File: config.mk
export PLATFORM = sky130hd
export DESIGN_NAME = csr_issue_buffer
export DESIGN_NICKNAME = d
export VERILOG_FILES = /design/src/rtl/csr_issue_buffer.sv
export SDC_FILE = /design/constraint.sdc
export NUM_CORES = 1
export LEC_CHECK = 0
export CORE_MARGIN = 2
export CORE_UTILIZATION = 55
export DETAILED_ROUTE_END_ITERATION = 6
export GPL_TIMING_DRIVEN = 0
export PLACE_DENSITY = 0.86
export SYNTH_ARGS = -nofsm -noshare
export SYNTH_HDL_FRONTEND = slang
export SYNTH_SLANG_ARGS = --single-unit
File: constraint.sdc
create_clock -name clk -period 15.75 [get_ports clk]
set_clock_uncertainty 0.2 [all_clocks]
set_input_delay 4.725 -clock clk [delete_from_list [all_inputs] [get_ports clk]]
set_output_delay 4.725 -clock clk [all_outputs]
set_load 0.02 [all_outputs]
File: src/rtl/csr_issue_buffer.sv
// In-order issue buffer for CSR ops: holds dispatched ops until rs1 is known and
// the op reaches the ROB head, then issues the head as a single registered pulse.
module csr_issue_buffer #(
  parameter int DEPTH   = 4,
  parameter int ROB_LEN = 16,
  localparam int IW     = $clog2(ROB_LEN)
) (
  input  logic          clk,
  input  logic          rst,
  input  logic          disp_valid,
  output logic          disp_ready,
  input  logic [2:0]    disp_funct3,
  input  logic [4:0]    disp_uimm,
  input  logic [31:0]   disp_imm,
  input  logic [31:0]   disp_pc,
  input  logic [IW-1:0] disp_rob_idx,
  input  logic [6:0]    disp_rd,
  input  logic [6:0]    disp_rs1_tag,
  input  logic          disp_rs1_rdy,
  input  logic [31:0]   disp_rs1_data,
  input  logic          wb_valid,
  input  logic [6:0]    wb_rd,
  input  logic [31:0]   wb_data,
  input  logic [IW-1:0] rob_head_idx,
  input  logic          flush,
  output logic          csr_i_valid,
  output logic [2:0]    csr_i_funct3,
  output logic [4:0]    csr_i_uimm,
  output logic [31:0]   csr_i_imm,
  output logic [31:0]   csr_i_rs1_data,
  output logic [31:0]   csr_i_pc,
  output logic [IW-1:0] csr_i_rob_idx,
  output logic [6:0]    csr_i_rd
);

  localparam int PW = $clog2(DEPTH);
  localparam logic [PW:0] FULL = (PW+1)'(DEPTH);

  logic [PW-1:0] head, tail;
  logic [PW:0]   count;

  logic          e_valid  [DEPTH];
  logic          e_rdy    [DEPTH];
  logic [2:0]    e_funct3 [DEPTH];
  logic [4:0]    e_uimm   [DEPTH];
  logic [31:0]   e_imm    [DEPTH];
  logic [31:0]   e_pc     [DEPTH];
  logic [IW-1:0] e_rob    [DEPTH];
  logic [6:0]    e_rd     [DEPTH];
  logic [6:0]    e_tag    [DEPTH];
  logic [31:0]   e_data   [DEPTH];

  logic        push, pop, push_rdy;
  logic [31:0] push_data;

  // Eligibility uses the registered ready bit, so a same-cycle wakeup issues a cycle later.
  always_comb begin
    disp_ready = !rst && (count < FULL) && !flush;
    push       = disp_valid && disp_ready;
    pop        = (count != '0) && e_rdy[head] && (e_rob[head] == rob_head_idx) && !flush;
    push_rdy   = disp_rs1_rdy || (wb_valid && (wb_rd == disp_rs1_tag));
    push_data  = disp_rs1_rdy ? disp_rs1_data : wb_data;
  end

  always_ff @(posedge clk) begin
    if (rst) begin
      head           <= '0;
      tail           <= '0;
      count          <= '0;
      csr_i_valid    <= 1'b0;
      csr_i_funct3   <= '0;
      csr_i_uimm     <= '0;
      csr_i_imm      <= '0;
      csr_i_rs1_data <= '0;
      csr_i_pc       <= '0;
      csr_i_rob_idx  <= '0;
      csr_i_rd       <= '0;
      for (int unsigned i = 0; i < DEPTH; i++) begin
        e_valid[i] <= 1'b0;
        e_rdy[i]   <= 1'b0;
      end
    end else if (flush) begin
      head        <= '0;
      tail        <= '0;
      count       <= '0;
      csr_i_valid <= 1'b0;
      for (int unsigned i = 0; i < DEPTH; i++) begin
        e_valid[i] <= 1'b0;
      end
    end else begin
      for (int unsigned i = 0; i < DEPTH; i++) begin
        if (e_valid[i] && !e_rdy[i] && wb_valid && (e_tag[i] == wb_rd)) begin
          e_rdy[i]  <= 1'b1;
          e_data[i] <= wb_data;
        end
      end

      csr_i_valid <= pop;
      if (pop) begin
        e_valid[head]  <= 1'b0;
        csr_i_funct3   <= e_funct3[head];
        csr_i_uimm     <= e_uimm[head];
        csr_i_imm      <= e_imm[head];
        csr_i_rs1_data <= e_data[head];
        csr_i_pc       <= e_pc[head];
        csr_i_rob_idx  <= e_rob[head];
        csr_i_rd       <= e_rd[head];
        head           <= head + 1'b1;
      end

      // The tail slot is never a live entry here, so the push overrides any wakeup write.
      if (push) begin
        e_valid[tail]  <= 1'b1;
        e_rdy[tail]    <= push_rdy;
        e_data[tail]   <= push_data;
        e_funct3[tail] <= disp_funct3;
        e_uimm[tail]   <= disp_uimm;
        e_imm[tail]    <= disp_imm;
        e_pc[tail]     <= disp_pc;
        e_rob[tail]    <= disp_rob_idx;
        e_rd[tail]     <= disp_rd;
        e_tag[tail]    <= disp_rs1_tag;
        tail           <= tail + 1'b1;
      end

      case ({push, pop})
        2'b10:   count <= count + 1'b1;
        2'b01:   count <= count - 1'b1;
        default: count <= count;
      endcase
    end
  end

endmodule

==> implementation parameters, run 1 <==
Parameter                              Value

Clock network
  Post-CTS setup buffer count ... 0
  CTS buffer count ... a little over 60
  Hold-fix buffers at CTS ... 0
  Post-cts repair resize count ... 0
  Deepest level of the CTS H-tree ... 2
  Clock tree from TritonCTS ... yes
  Clock insertion delay at the later pin of the skew report ... 630 ps
  Clock Tree Root ... sky130_fd_sc_hd__clkbuf_16
  Clock tree sinks ... 621
  Clock-pin slew on the worst setup and hold paths ... 60 ps
  Maximum buffer depth of the clock tree ... 3

Global route
  Total routing usage reported by global routing ... between 20% and 30%
  Initial antenna violation count ... 17
  Overall overflow remaining after global route ... 0
  Met3 demand-to-capacity share in global routing ... approximately 6.3%
  Number of global-route vias before repair ... roughly 15000
  Met2 track demand over resource in global routing ... 42.7%
  Peak-usage layer in the global routing report ... met2
  Wire length of the first global-routing pass ... 90700 um
  Largest net degree at the start of global routing ... 55
  Met1 GRT Util ... about a third

Outcome
  Status ... completed

Logic synthesis
  Synthesized instance count ... between 1000 and 1500
  Cells taking the most area after synthesis ... sky130_fd_sc_hd__edfxtp_1 (60%), sky130_fd_sc_hd__dfxtp_1 (11%), sky130_fd_sc_hd__mux4_2 (11%)
  Syn Std Cell Area ... 24600 sq um
  Main combinational cell family by area after synthesis ... multiplexers
  Leading cell type by number of instances after synthesis ... sky130_fd_sc_hd__edfxtp_1
  Post-synthesis share of cell area spent on xor and xnor gates ... between 1.5 and 2%
  Synthesized Nets ... 1647
  Post-synth top cells ... sky130_fd_sc_hd__edfxtp_1 (489), sky130_fd_sc_hd__dfxtp_1 (132), sky130_fd_sc_hd__mux2_2 (129), sky130_fd_sc_hd__a21oi_1 (124), sky130_fd_sc_hd__o21ai_0 (121)
  Post-Syn Area per Cell ... between 15 and 20 sq um
  Leading register cell type out of synthesis ... sky130_fd_sc_hd__edfxtp_1
  Post-synthesis simple-gate area fraction ... 3.49%
  Portion of the post-synthesis area used by sequential elements ... 70.5%
  Post-synthesis share of cell area spent on full adders, half adders and majority gates ... 0.540%
  Count of distinct cell types in the synthesized netlist ... 39
  Flip-flop and latch count after synthesis ... 621
  Count of synthesis-stage warnings from yosys ... 0
  Fraction of synthesized area in multiplexers ... 16.5%
  Top cell type's share of synthesized area ... 59.7%
  Compound-Gate Fraction of Synth Area ... under 10%
  Count of flip-flops with a built-in enable after synthesis ... a little under 500
  Async set-or-reset flop fraction in the synthesized netlist ... 0%
  Dominant cell type by area after synthesis ... sky130_fd_sc_hd__edfxtp_1

Timing
  Final setup viols ... 0
  Highest clock rate ... about 87 MHz
  Number of endpoints with negative hold slack in the final report ... 0
  RSZ-0062 raised after global routing ... no
  Max-slew violations ... 0
  Sum Neg Setup Slack ... 0 ps
  Minimum clock period after layout ... roughly 11000 ps
  Worst Tran Pin Value ... about 1400 ps
  Period utilization ... approximately 73%
  Relative slew slack ... 8.71%

Setup path
  CP required ... approximately 11000 ps
  Maximum fanout along the worst path ... 9
  Worst flop-to-flop path endpoint ... csr_i_rd[4]
  Endpoint arrival time on the critical path ... around 6600 ps
  Startpoint type of the worst setup path ... input port
  Number of cell instances on the worst register-to-register path ... 8
  Endpoint kind of the worst setup timing path ... output pin
  R2R setup slack ... approximately 12000 ps
  Critical setup path kind ... input port to output pin

Route
  Count of nets left with antenna violations after detail routing ... 0
  First-pass iteration count of the detailed router ... 7
  Average routed wire per standard cell ... 24.6 um
  Post-detailed-route DRC marker count ... 0
  Drt initial violations ... around 1400
  Total vias in the final route ... 14854
  Drt via density ... 6.01
  Total wire length ... 60700 um

Power
  Leakage power of the design ... about 0.0096 uW
  Net switching power of the design ... 683 uW
  Proportion of power drawn by the clock network ... 44.0%
  Pwr per Cell Area ... 113 nW/um^2
  Part of the total power dissipated in combinational logic ... 4.1%
  Worst ir drop on vdd ... 107 uV
  Cell internal power dissipation ... 2760 uW
  Switching power share of the total ... 19.8%
  Portion of total power attributed to sequential cells ... 51.9%

Worst hold path
  Startpoint of the worst hold path ... csr_i_pc[5]
  Type of the worst min-delay path ... register to register
  Min-Delay Path Depth ... 2
  Hold Path End ... csr_i_pc[5]

Placed design
  Placed cells ... between 2000 and 2500
  Count of buffers inserted at the top-level ports ... about 280
  Hpwl dp ... 39300 um
  GPL Wtd Cong ... 0.857
  Cell area after placement ... 28300 sq um

Floorplan
  Core Footprint ... 44100 sq um
  Die width ... 215 um
  Starting utilization of the core area ... 55.7%
  Height of the chip ... between 200 and 250 um
  Die area ... 46400 sq um
  Ports ... 288
  Row count ... 77

Finish
  Share of the core filled with cells in the final layout ... 69.1%
  Share of post-route cells with drive strength above 1 ... 21.0%
  Layout-stage area growth over the synthesis result ... 24.0%
  Post-route cell area ... 30500 sq um
  Final cell count without fillers ... 2471
  Number of nets at the end of the flow ... approximately 2000

Job
  # Max-Cap Violations ... 0
area by class of cell:
class,count,area [sq um]
diodes,8,20.0
inverters,12,55.1
clock buffers,99,1910
multi-input cells,721,6750
well taps,592,741
repair buffers,289,2970
fillers,2888,13600
clock inverters,17,235
flip-flops and latches,621,17300
plain buffers,112,483
power groups by stage:
stage	combinational, uW	clock, uW	sequential (uW)
after floorplan	57.9	0	1820
after global placement	133	0	1820
after detailed placement	140	0	1820
after CTS	142	1530	1790
after global routing	152	1590	1790
final	142	1510	1790
stage by stage:
stage | hold slack (ps) | worst slack (ps) | total power [uW]
2_1_floorplan | 281 | 5180 | 1880
4_1_cts | 280 | 4250 | 3460
3_3_place_gp | 261 | 2640 | 1950
3_5_place_dp | 267 | 4260 | 1960
5_1_grt | 295 | 4190 | 3530
6_report | 279 | 4260 | 3440
kinds of logic (layout without fill, tap and decap cells):
group	after synthesis	in the layout
muxes	246	246
adders and majority gates	10	10
and+or+nand+nor	167	167
xor gates and xnor gates	43	43
buffers and inverters	124	529
other	0	8
AOI/OAI and AO/OA	255	255
DFF	621	621
routing by layer:
metal	wire [um]	up-vias	part of all wire, %
met3	5610	143	9.2
li1	-	6487	-
met2	29900	719	49
met5	119	-	0.20
met1	23200	7487	38
met4	1870	18	3.1
worst max-delay path by stage:
stage / start / end / slack, ps
CTS: flush / disp_ready / 4250
floorplan: rst / disp_ready / 5180
global route: flush / disp_ready / 4190
detailed placement: flush / disp_ready / 4260
global placement: flush / e_data[2][17] / 2640
finish: flush / disp_ready / 4260
layout by cell type, fill, tap and decap left out, types with 5 or more instances in the layout:
cell type and n:
sky130_fd_sc_hd__nand4_1 5, sky130_fd_sc_hd__a21oi_1 124, sky130_fd_sc_hd__clkinv_2 6, sky130_fd_sc_hd__buf_1 6, sky130_fd_sc_hd__mux4_2 115, sky130_fd_sc_hd__bufinv_16 5
sky130_fd_sc_hd__edfxtp_1 489, sky130_fd_sc_hd__nor2_1 9, sky130_fd_sc_hd__o21ai_0 120, sky130_fd_sc_hd__xnor2_1 23, sky130_fd_sc_hd__dfxtp_1 132, sky130_fd_sc_hd__clkdlybuf4s50_1 279
sky130_fd_sc_hd__mux2_2 129, sky130_fd_sc_hd__nand2_1 10, sky130_fd_sc_hd__clkbuf_8 13, sky130_fd_sc_hd__clkbuf_16 66, sky130_fd_sc_hd__inv_1 8, sky130_fd_sc_hd__ha_1 9
sky130_fd_sc_hd__xor2_1 20, sky130_fd_sc_hd__buf_2 29, sky130_fd_sc_hd__diode_2 8, sky130_fd_sc_hd__clkbuf_1 91, sky130_fd_sc_hd__buf_4 8, sky130_fd_sc_hd__nand3_1 117
state kept, by name (all words and copies together) (netlist names), 5 cells and up, named ones only:
name            cells
csr_i_imm          32
csr_i_pc           32
csr_i_rd            7
csr_i_rs1_data     32
csr_i_uimm          5
e_data            128
e_funct3           12
e_imm             128
e_pc              128
e_rd               28
e_rob              16
e_tag              28
e_uimm             20
critical path, cell delays in order:
cell and delay, ps:
sky130_fd_sc_hd__clkdlybuf4s50_1 520, sky130_fd_sc_hd__or2_2 320, sky130_fd_sc_hd__clkbuf_1 220, sky130_fd_sc_hd__nor2_1 130
sky130_fd_sc_hd__clkdlybuf4s50_1 650
No activity file was read; power rests on OpenSTA's default activity.
==> run 2: changes to the inputs <==
clock period = 10.65 ns   (was 15.75 ns; I/O delays follow)
==> results of run 2 <==
Same layout as run 1 (identical final DEF). Status: completed.
Among the figures that moved: setup slack after placement 4260 ps -> 2220 ps; setup slack after layout 4260 ps -> 2220 ps; register-to-register setup slack 12170 ps -> 7070 ps; total power 3440 uW -> 5090 uW; worst IR drop on VDD 107 uV -> 158 uV
==> run 3: changes to the inputs <==
clock period = 8.6 ns   (was 10.65 ns; I/O delays follow)
==> results of run 3 <==
Same layout as run 1 (identical final DEF). Status: completed.
Among the figures that moved: setup slack after placement 4260 ps -> 1400 ps; setup slack after layout 4260 ps -> 1400 ps; register-to-register setup slack 12170 ps -> 5020 ps; total power 3440 uW -> 6300 uW; worst IR drop on VDD 107 uV -> 196 uV
